$ cat config.mk
export PLATFORM = sky130hd
export DESIGN_NAME = siso_tx_ctrl
export DESIGN_NICKNAME = d
export VERILOG_FILES = /design/src/rtl/siso_tx_ctrl.sv
export SDC_FILE = /design/constraint.sdc
export NUM_CORES = 1
export LEC_CHECK = 0
export ABC_AREA = 1
export CORE_ASPECT_RATIO = 0.7
export CORE_MARGIN = 2
export CORE_UTILIZATION = 40
export CTS_BUF_LIST = sky130_fd_sc_hd__clkbuf_4 sky130_fd_sc_hd__clkbuf_8
export CTS_CLUSTER_SIZE = 25
export DETAILED_ROUTE_END_ITERATION = 8
export PLACE_DENSITY = 0.58
export SYNTH_ARGS = -nofsm -noshare
export SYNTH_HDL_FRONTEND = slang
export SYNTH_SLANG_ARGS = --single-unit
$ cat constraint.sdc
create_clock -name clk -period 3.29 [get_ports clk]
set_input_delay 0.658 -clock clk [delete_from_list [all_inputs] [get_ports clk]]
set_output_delay 0.658 -clock clk [all_outputs]
set_load 0.02 [all_outputs]
$ cat src/rtl/siso_tx_ctrl.sv
// siso_tx_ctrl: accepts a word over valid/ready and shifts it out one bit per shift_en
// strobe, with framing, idle gap and done pulse. Define SISO_TX_PARITY_EN for an even-parity bit.
module siso_tx_ctrl #(
   parameter int WIDTH      = 4,
   parameter int GAP_CYCLES = 1,
   parameter bit MSB_FIRST  = 1'b1
) (
   input  logic             clk,
   input  logic             reset,
   input  logic [WIDTH-1:0] in_data,
   input  logic             in_valid,
   output logic             in_ready,
   input  logic             shift_en,
   output logic             Dout,
   output logic             frame,
   output logic             busy,
   output logic             done
);

   localparam int CNT_W = $clog2(WIDTH) + 1;

   localparam logic [1:0] IDLE  = 2'd0;
   localparam logic [1:0] SHIFT = 2'd1;
`ifdef SISO_TX_PARITY_EN
   localparam logic [1:0] PARITY = 2'd2;
`endif
   localparam logic [1:0] GAP   = 2'd3;

   localparam logic [CNT_W-1:0] LAST_BIT   = CNT_W'(WIDTH - 1);
   localparam logic [7:0]       GAP_LAST   = (GAP_CYCLES > 0) ? 8'(GAP_CYCLES - 1) : 8'd0;
   // With no gap configured the controller returns straight to IDLE after the word.
   localparam logic [1:0]       AFTER_WORD = (GAP_CYCLES > 0) ? GAP : IDLE;

   logic [1:0]       state;
   logic [WIDTH-1:0] sreg;
   logic [WIDTH-1:0] sreg_next;
   logic [CNT_W-1:0] bit_cnt;
   logic [7:0]       gap_cnt;
`ifdef SISO_TX_PARITY_EN
   logic             parity;
`endif

   function automatic logic first_bit(input logic [WIDTH-1:0] w);
      return MSB_FIRST ? w[WIDTH-1] : w[0];
   endfunction

   assign sreg_next = MSB_FIRST ? {sreg[WIDTH-2:0], 1'b0} : {1'b0, sreg[WIDTH-1:1]};
   assign in_ready  = (state == IDLE);
   assign busy      = (state != IDLE);

   always_ff @(posedge clk) begin
      if (reset) begin
         state   <= IDLE;
         sreg    <= '0;
         bit_cnt <= '0;
         gap_cnt <= '0;
         Dout    <= 1'b0;
         frame   <= 1'b0;
         done    <= 1'b0;
`ifdef SISO_TX_PARITY_EN
         parity  <= 1'b0;
`endif
      end else begin
         done <= 1'b0;
         case (state)
            IDLE: begin
               // The first bit goes out on the accept edge, regardless of shift_en.
               if (in_valid) begin
                  state   <= SHIFT;
                  sreg    <= in_data;
                  bit_cnt <= '0;
                  Dout    <= first_bit(in_data);
                  frame   <= 1'b1;
`ifdef SISO_TX_PARITY_EN
                  parity  <= ^in_data;
`endif
               end
            end
            SHIFT: begin
               if (shift_en) begin
                  if (bit_cnt == LAST_BIT) begin
`ifdef SISO_TX_PARITY_EN
                     state   <= PARITY;
                     Dout    <= parity;
                     frame   <= 1'b1;
`else
                     state   <= AFTER_WORD;
                     Dout    <= 1'b0;
                     frame   <= 1'b0;
                     done    <= 1'b1;
                     gap_cnt <= '0;
`endif
                  end else begin
                     bit_cnt <= bit_cnt + 1'b1;
                     sreg    <= sreg_next;
                     Dout    <= first_bit(sreg_next);
                  end
               end
            end
`ifdef SISO_TX_PARITY_EN
            PARITY: begin
               if (shift_en) begin
                  state   <= AFTER_WORD;
                  Dout    <= 1'b0;
                  frame   <= 1'b0;
                  done    <= 1'b1;
                  gap_cnt <= '0;
               end
            end
`endif
            GAP: begin
               if (shift_en) begin
                  gap_cnt <= gap_cnt + 8'd1;
                  if (gap_cnt == GAP_LAST) state <= IDLE;
               end
            end
            default: state <= IDLE;
         endcase
      end
   end

endmodule

* Word-level counts from Yosys, hierarchy flattened
Index checks and enable logic that the tools add are counted.
Storage, ports and cells: register bits 19, latch bits 0, RAM bits 0, memory bits (read-only) 0, bits of input ports 8, output and inout bits 5, logic and storage cells 58, memories 0
Operators by class: add/subtract/negate cells 2, multiply operators 0, div/mod/pow operators 0, magnitude comparators 0, equality and inequality tests 9, shift operators 0, mux-type cells 27, bitwise logic cells 2, reduce and logical (&&, ||, !) cells 11
Operator list (number):
- $mux 8 | 3
- $mux 3 | 6
- $pmux 8 s2 | 1
- $ne 2x2->1 const B | 6
- $pmux 3 s2 | 2
- $reduce_and 4->1 | 3
- $mux 2 | 5
- $add 8x1->8 const B | 1
- $logic_not 8->1 | 1
- $mux 1 | 7
- $pmux 2 s3 | 1
- $reduce_bool 2->1 | 3
- $reduce_and 5->1 | 1
- $pmux 1 s2 | 2
- $add 3x1->3 const B | 1
- $eq 3x2->1 const B | 1
- $reduce_and 3->1 | 1
- $reduce_or 3->1 | 1
- $eq 2x1->1 const B | 1
- $eq 2x2->1 const B | 1
- $logic_not 2->1 | 1
- $not 1->1 | 2

* Logic depth before layout (Yosys ltp)
word-level depth 4, depth in mapped cells 10, gate-level depth less buffers 10

* Least setup slack after synthesis
OpenSTA, ideal clock, no wires.
kind reg2out, start point reg state[0], end point out busy, data arrival time 0.807 ns, data required time 2.632 ns, setup slack 1.825 ns, stages on the path, launching flop included 3, buffers on the path 0, cell sequence dfxtp_1 -> nor2_2 -> inv_1
On the way: word-level cells in the longest chain between the ends 1
Ends and longest elaborated chain:
- start: declaration | RTL line 34 | logic [1:0] state;
- start signal: assignment | RTL line 53 | state <= IDLE;
- start signal: assignment | RTL line 69 | state <= SHIFT;
- start signal: assignment | RTL line 87 | state <= AFTER_WORD;
- $reduce_bool 2->1 | RTL line 49 | assign busy = (state != IDLE);
- end: declaration | RTL line 16 | output logic busy,
Every way passes these cells.

* Worst setup path in the final report
start point reg state[0], end point out in_ready
On the way: word-level cells in the longest chain between the ends 1
Ends and longest elaborated chain:
- $logic_not 2->1 | RTL line 48 | assign in_ready = (state == IDLE);
- end: declaration | RTL line 12 | output logic in_ready,
Every way passes these cells.

==> impl_metrics.csv <==
group,metric,value,unit
placement,gp_congestion,0.806,
final_layout,multi_input_area,495,sq um
placement,numPortBuffers,12,
timing,finalSetupViolations,0,
yosys,netlist.area_leader.share,39.1,%
timing,tightest_slew,260,ps
clocking,postCtsSetupBuffers,0,
pwr,combinationalPowerShare,18.6,%
timing,worst_slack,1120,ps
yosys,yosys.area_share.xor_xnor,0,%
floorplanning,rows,14,
clocking,numCtsBuffers,3,
yosys,synth_nets,158,
floorplanning,start_util,43.8,%
global_routing,track_usage,16.9,%
yosys,syn_inst,146,
min_path,hp-class,"reg2reg",
pwr,total_leakage_power,0.529,nW
detailed_routing,drtIter0Drc,61,
yosys,ys_ff_latch,19,
timing,maxSlewViolCount,0,
yosys,synth-main-ff-cell,"dfxtp_1",
global_routing,grtUsageMet1,23.8,%
timing,hold_ws,469,ps
placement,hpwlAfterDp,1610,um
detailed_routing,vias,906,
yosys,synth_cell_type_count,17,
global_routing,grt_overflow,0,
yosys,synth_compound_area_share,11.4,%
yosys,yosys.area_share.simple,34.3,%
clocking,cts_hold_buf,0,
clocking,clk_pin_slew_worst_paths,100,ps
detailed_routing,viasPerCell,4.67,
global_routing,grt_pass1_vias,775,
final_layout,syn_to_final_growth,19.5,%
floorplanning,pin_count,13,
floorplanning,core,2220,sq um
pwr,seqPwrFrac,54.1,%
timing,clock_skew,4.17,ps
yosys,synthTopCellsByCount,"nand2_1, nor2_1, inv_1",
yosys,yosys.area_share.adder,5.14,%
yosys,synth_top_family_by_area,"simple AND/OR/NAND/NOR gates",
floorplanning,die_h,45.3,um
final_layout,diodes,0,
yosys,synth-edff-count,0,
timing,tns,0,ps
detailed_routing,routed_wl,2060,um
global_routing,antenna_found_initial,0,
timing,fin_crit,2170,ps
global_routing,grt_util_met3,5.49,%
yosys,synthMuxAreaShare,0,%
yosys,synth.area.top_cells,"dfxtp_1, nand2_1, nor2_1",
clocking,cts_tree,"yes",
clocking,clk_latency,300,ps
clocking,htree_levels,1,
detailed_routing,wire_per_inst,10.6,um
yosys,synth.most_common_cell,"nand2_1",
final_layout,drive_above_1_share,9.26,%
worst_setup_path,critPathRequiredTime,2630,ps
global_routing,grt_util_met2,24.0,%
clocking,cts_sinks,19,
detailed_routing,drt_first_pass_iters,4,
floorplanning,die_area,2850,sq um
pwr,p_sw_share,28.0,%
yosys,avgSynthCellArea,6.67,sq um
pwr,p_clk_share,27.3,%
yosys,yosysTopAreaCell,"dfxtp_1",
timing,slew_headroom,82.6,%
timing,fmax,0.460,GHz
yosys,ys_async_sr_fraction,0,%
worst_setup_path,crit_type,"reg2out",
yosys,syn_area,973,sq um
pwr,power.switching,0.130,mW
status,status,"completed",
yosys,synth_warnings,0,
yosys,yosysSeqAreaShare,39.1,%
clocking,clk_path_buf_depth,2,
worst_setup_path,critical_path.max_fanout,5,
clocking,cts_resized,0,
global_routing,grt_pass1_wl,3600,um
clocking,cts_root_buffer,"clkbuf_4",
pwr,power.density,399,nW/um^2
placement,placed_cells,190,
pwr,ir_worst_vdd,0.254,mV
detailed_routing,ant_nets,0,
final_layout,finalNetCount,175,
worst_setup_path,cp-end-kind,"output pin",
worst_setup_path,cp.arrival,1520,ps
final_layout,fillers,248,
global_routing,grt_max_degree,11,
global_routing,busiest_layer,"met2",
timing,finalCritPeriodShare,66.1,%
detailed_routing,drc_errors,0,
timing,rsz0062_at_grt,"no",
final_layout,register_area,380,sq um
placement,post-place-ws,1300,ps
flow_run,cap_violations,0,
worst_setup_path,critPathLaunchType,"register",
pwr,internal_power,0.334,mW
floorplanning,die_x,63.0,um
timing,hold_violations,0,
final_layout,final_cell_count_no_fill,194,
critical path: stages, from the launching register on:
cell	delay, ps
dfxtp_1	370
nor2_2	190
clkdlybuf4s50_1	640
final timing paths:
path	from	endpoint	slack (ps)	depth (start not counted)
setup / recovery	state[0]$_SDFFE_PP0P_	in_ready	1120	2
hold / removal	sreg[0]$_SDFFE_PP0P_	sreg[0]$_SDFFE_PP0P_	470	2
setup reg to reg	bit_cnt[0]$_SDFFE_PP0P_	gap_cnt[6]$_SDFFE_PP0P_	1710	10
hold reg to reg	sreg[0]$_SDFFE_PP0P_	sreg[0]$_SDFFE_PP0P_	470	2
state kept, by name, indices dropped and copies added (netlist names):
register and cells:
gap_cnt 8, bit_cnt 3, sreg 3, state 2
Dout 1, done 1, frame 1
cell families after synthesis:
| logic type | Yosys count |
|---|---|
| buffers and inverters | 26 |
| AO/OA/AOI/OAI | 21 |
| flip-flops | 19 |
| adder cells (fa/ha/maj) | 4 |
| AND/OR/NAND/NOR | 76 |
cell type report:
class,instances,area share [%]
Sequential cell,19,32.7
Tap cell,32,3.44
Inverter,26,8.39
Clock buffer,4,2.58
Multi-Input combinational cell,101,42.6
Timing Repair Buffer,12,10.3
layout by cell type, fill, tap and decap left out, drive strengths merged:
master / count
nor2: 29
o21ai: 11
dfxtp: 19
a21oi: 9
nand2: 34
inv: 26
ha: 4
nor3: 1
nand3: 10
clkdlybuf4s50: 12
a22oi: 1
clkbuf: 4
nand4: 2
per-layer routing:
layer / vias up / wire, um
li1: 488 / -
met1: 392 / 1110
met2: 22 / 784
met3: 4 / 124
met4: 0 / 39
met5: - / 0
power groups by stage:
stage	clock, mW	sequential [mW]	combinational, mW
after floorplan	0	0.257	0.0526
after global placement	0	0.256	0.0848
after detailed placement	0	0.256	0.0865
after CTS	0.133	0.251	0.0871
after global routing	0.149	0.253	0.0972
final	0.126	0.251	0.0864
through the flow:
| step | total power [mW] | area [sq um] | utilization (%) |
|---|---|---|---|
| detailed placement | 0.342 | 1130 | 51.0 |
| CTS | 0.470 | 1160 | 52.3 |
| global route | 0.499 | 1160 | 52.3 |
| finish | 0.464 | 1160 | 52.3 |
| floorplan | 0.309 | 973 | - |
| global placement | 0.341 | 1130 | 51.0 |
Note: power is estimated with default switching activity, not from simulation.
==> edit 1: new RTL, config.mk and constraints unchanged <==
Set the parameter `WIDTH` to 8 (it was 4).
--- a/src/rtl/siso_tx_ctrl.sv
+++ b/src/rtl/siso_tx_ctrl.sv
@@ -3,3 +3,3 @@
 module siso_tx_ctrl #(
-   parameter int WIDTH      = 4,
+   parameter int WIDTH      = 8,
    parameter int GAP_CYCLES = 1,
Ports: changed (resized in_data); port bits go from 13 to 17. No check against the original RTL was run, so the function may have changed too.
==> edit 1 against the unedited design <==
Routed wire length grew 23%; sequential share of layout area is 0.15 points lower; register-to-register slack improved by 60 ps; area after synthesis up 26%; setup slack better by 13 ps; clock power up 62%; design area up 27%; utilization decreased by 0.73 points; worst hold slack gained 12 ps; total power rose by 41%; global-route usage is 1.1 points lower; sequential cell count up 5; combinational power is 49% higher; critical path type unchanged.
==> edit 1: results (changes against the unedited design) <==
[status]
outcome=completed  ; unchanged

[detailed_routing]
drt_iter0_drc=63  ; was 61
avgRoutedWirePerCell_um=10.7  ; was 10.6 um
routed_wl_mm=2.53  ; was 2.06 mm
routed-wl-met3_um=116  ; was 124 um
routed_via_density=4.70  ; was 4.67
wl_met1_mm=1.47  ; was 1.11 mm
route.met2.wl_um=924  ; was 784 um

[placed_design]
hpwl_mm=1.96  ; was 1.61 mm
dpl.cell_count=233  ; was 190
place_area_sq_mm=0.00142  ; was 0.00113 sq mm
post-place-ws_ps=1260  ; was 1300 ps
port_buffers=16  ; was 12
gp_congestion=0.832  ; was 0.806

[finish]
drive_gt1_share_pct=8.46  ; was 9.26%
reg.largest.list=gap_cnt: 8 flops, sreg: 7 flops, bit_cnt: 4 flops  ; was gap_cnt: 8 flops, bit_cnt: 3 flops, sreg: 3 flops
fillers=276  ; was 248

[global_routing]
grt_max_degree=14  ; was 11
grtUsageTotal_pct=15.8  ; was 16.9%
grt_pass1_vias=946  ; was 775
use_met3_pct=5.42  ; was 5.49%
grt_pass1_wl_mm=4.34  ; was 3.60 mm

[critical_path]
rr_startpoint=bit_cnt[1]  ; was bit_cnt[0]
critPathMaxFanout=4  ; was 5
slowest_delay_ps=590  ; was 640 ps
critical_path_arrival_ps=1500  ; was 1520 ps
reg2reg_to=bit_cnt[2]  ; was gap_cnt[6]
r2r_cells=8  ; was 10
r2r_slack_ps=1770  ; was 1710 ps

[pwr]
p_leak_nw=0.622  ; was 0.529 nW
p_per_area_mw_per_mm2=442  ; was 399 mW/mm^2
swShare_pct=28.5  ; was 28.0%
powerSeq_w=0.000318  ; was 0.000251 W
ir_worst_vdd_uv=226  ; was 254 uV
pwr-share-comb_pct=19.8  ; was 18.6%

[sta]
skew_ps=3.14  ; was 4.17 ps
hold_slack_ps=481  ; was 469 ps

[yosys]
synth_area_per_cell_sq_um=6.73  ; was 6.67 sq um
synth_area_leaders=dfxtp_1, nand2_1, nor2_1, inv_1, a21oi_1  ; was dfxtp_1, nand2_1, nor2_1, inv_1, ha_1
syn_nets=198  ; was 158
synth_top_area_share_pct=39.0  ; was 39.1%
synth.distinct_cells=22  ; was 17
yosysSeqAreaShare_pct=39.0  ; was 39.1%

[min_path]
hold_path_end=gap_cnt[6]  ; was sreg[0]
hold_start=gap_cnt[6]  ; was sreg[0]

[clocking]
clockBufferDepth=2  ; unchanged
clkLatencyLatePin_ps=270  ; was 300 ps

## edit 1: layout make-up
type / instances / area (sq um) / area share (%)
multi-input cells: 135 / 653 / 44.2
clock buffers: 4 / 55.1 / 3.73
flip-flops and latches: 24 / 480 / 32.5
inverters: 22 / 82.6 / 5.59
repair buffers: 16 / 160 / 10.8
well taps: 36 / 45.0 / 3.05
## edit 1: kinds of logic after synthesis
logic type	Yosys count	synth area share (%)
simple gates	107	39.1
compound gates	25	10.9
buf+inv	24	7.93
flops	24	39.0
fa+ha+maj	3	3.05
## edit 1: worst max-delay path by stage
stage,from,to,cells after the start
4_1_cts,state[1],busy,3
5_1_grt,state[1],busy,3
3_3_place_gp,shift_en,gap_cnt[3],6
6_report,state[1],busy,3
2_1_floorplan,state[1],busy,2
3_5_place_dp,shift_en,gap_cnt[7],8
## edit 1: worst min-delay path, cell delays in order (launching register included)
cell and delay (ps):
dfxtp_1 320, inv_1 60, a21oi_1 60
==> edit 2: new RTL, config.mk and constraints unchanged <==
Without the edit above. Reset style: asynchronous (`reset`), changed in one clocked block.
--- a/src/rtl/siso_tx_ctrl.sv
+++ b/src/rtl/siso_tx_ctrl.sv
@@ -50,3 +50,3 @@
 
-   always_ff @(posedge clk) begin
+   always_ff @(posedge clk or posedge reset) begin
       if (reset) begin
Behaviour: differs if reset is asserted again (counterexample within 4 cycles, from zero or initial values and one cycle with reset high); with reset held inactive, the same outputs for 10 cycles.
==> edit 2 against the unedited design <==
Area after synthesis is 7.1% higher; sequential cell count stayed put; setup slack better by 52 ps; design area is 7.3% higher; utilization is 1.5 points lower; first-iteration DRC count is 56% lower; routed wire length is 2.1% lower; highest routed layer unchanged.
Power is not compared: it rests on default switching activity, and its combinational part moved more than twofold at a synthesized area within 25%.
==> edit 2: results (changes against the unedited design) <==
[placed_design]
gp_congestion=0.761  ; was 0.806
hpwl_mm=1.51  ; was 1.61 mm

[detailed_routing]
avgRoutedWirePerCell_um=11.1  ; was 10.6 um
drt_iter0_drc=27  ; was 61
dr_total_vias=871  ; was 906

[clocking]
clkLatencyLatePin_ps=250  ; was 300 ps
cts_setup_buffers=0  ; unchanged
htree_levels=1  ; unchanged
clockRootBuffer=clkbuf_8  ; was clkbuf_4
clkTransAtPathRegs_ps=70  ; was 100 ps
cts.repair.resized=0  ; unchanged
numCtsBuffers=3  ; unchanged

[min_path]
min_path_cells=2  ; unchanged
hold_start=sreg[2]  ; was sreg[0]
hold_path_end=sreg[2]  ; was sreg[0]

[sta]
worstMarginPinSlew_ps=748  ; was 260 ps
skew_ps=1.48  ; was 4.17 ps
setup_violations=0  ; unchanged
hold_slack_ps=477  ; was 469 ps
finalSetupTns_ps=0  ; unchanged

[yosys]
synth.distinct_cells=20  ; was 17
syn_nets=144  ; was 158
synth_top_area_share_pct=45.6  ; was 39.1%
async_flop_share_pct=100  ; was 0%
ys_top_cells_by_count=nand2_1, dfrtp_1, inv_1  ; was nand2_1, nor2_1, inv_1
synth_area_leaders=dfrtp_1, nand2_1, inv_1, ha_1, nand3_1  ; was dfxtp_1, nand2_1, nor2_1, inv_1, ha_1
yosysSeqAreaShare_pct=45.6  ; was 39.1%

[critical_path]
critical_path_arrival_ps=1460  ; was 1520 ps
r2r_slack_ps=1870  ; was 1710 ps
r2r_cells=8  ; was 10
critPathMaxFanout=4  ; was 5
reg2reg_to=gap_cnt[4]  ; was gap_cnt[6]
rr_startpoint=bit_cnt[0]  ; unchanged

[finish]
drive_gt1_share_pct=12.9  ; was 9.26%
final_nets=160  ; was 175
fillers=268  ; was 248
diodes=0  ; unchanged

[status]
outcome=completed  ; unchanged

[pwr]
p_leak_nw=0.608
ir_worst_vdd_uv=291

[global_routing]
grt_pass1_vias=789  ; was 775
grtUsageTotal_pct=16.1  ; was 16.9%
grt_pass1_wl_mm=3.58  ; was 3.60 mm
grt_max_degree=20  ; was 11
grt_antenna_before_repair=0  ; unchanged

## edit 2: logic make-up (layout without fill, tap and decap cells)
group | after synthesis | after routing | synth area share, %
adders and majority gates | 4 | 4 | 4.80
DFF | 19 | 19 | 45.6
buffers and inverters | 18 | 33 | 6.60
and+or+nand+nor | 76 | 76 | 34.7
AOI/OAI and AO/OA | 15 | 15 | 8.28
## edit 2: routing by layer
| metal | vias up | track usage [%] | wire (um) |
|---|---|---|---|
| met4 | 0 | 6.25 | 27 |
| met5 | - | 0 | 0 |
| met3 | 5 | 5.13 | 90 |
| li1 | 455 | - | - |
| met1 | 396 | 20.6 | 981 |
| met2 | 15 | 26.4 | 915 |
## edit 2: worst max path at each step
stage          startpoint          to  slack, ps  depth (start not counted)
6_report         state[0]    in_ready       1170                          2
5_1_grt          state[1]    in_ready       1100                          2
4_1_cts          state[1]    in_ready       1160                          2
3_5_place_dp     shift_en     sreg[0]       1370                          6
3_3_place_gp     shift_en  bit_cnt[1]       1420                          6
2_1_floorplan    state[0]        busy       1800                          2
## edit 2: cell type report
class	instances	share of cell area, %
flip-flops and latches	19	38.1
well taps	34	3.41
clock buffers	4	3.91
multi-input cells	95	39.9
inverters	17	5.11
repair buffers	12	9.62
## edit 2: power groups by stage
stage | clock network (W) | logic (W) | registers, W
floorplan | 0 | 0.000290 | 0.000369
global placement | 0 | 0.000401 | 0.000372
detailed placement | 0 | 0.000410 | 0.000374
CTS | 0.000176 | 0.000411 | 0.000371
global route | 0.000188 | 0.000463 | 0.000384
finish | 0.000168 | 0.000402 | 0.000371
## edit 2: stage by stage
stage	power, W	worst slack, ps	util, %	std cells	instance area (sq um)
finish	0.000942	1170	50.8	181	1250
global route	0.00104	1100	50.8	181	1250
CTS	0.000957	1160	50.8	181	1250
detailed placement	0.000784	1370	48.8	177	1200
global placement	0.000773	1420	48.8	177	1200
floorplan	0.000659	1800	-	132	1040
## edit 2: worst max-delay path: stages, from the launching register on
cell and delay (ps):
dfrtp_1 430, nor2_2 170, clkdlybuf4s50_1 620
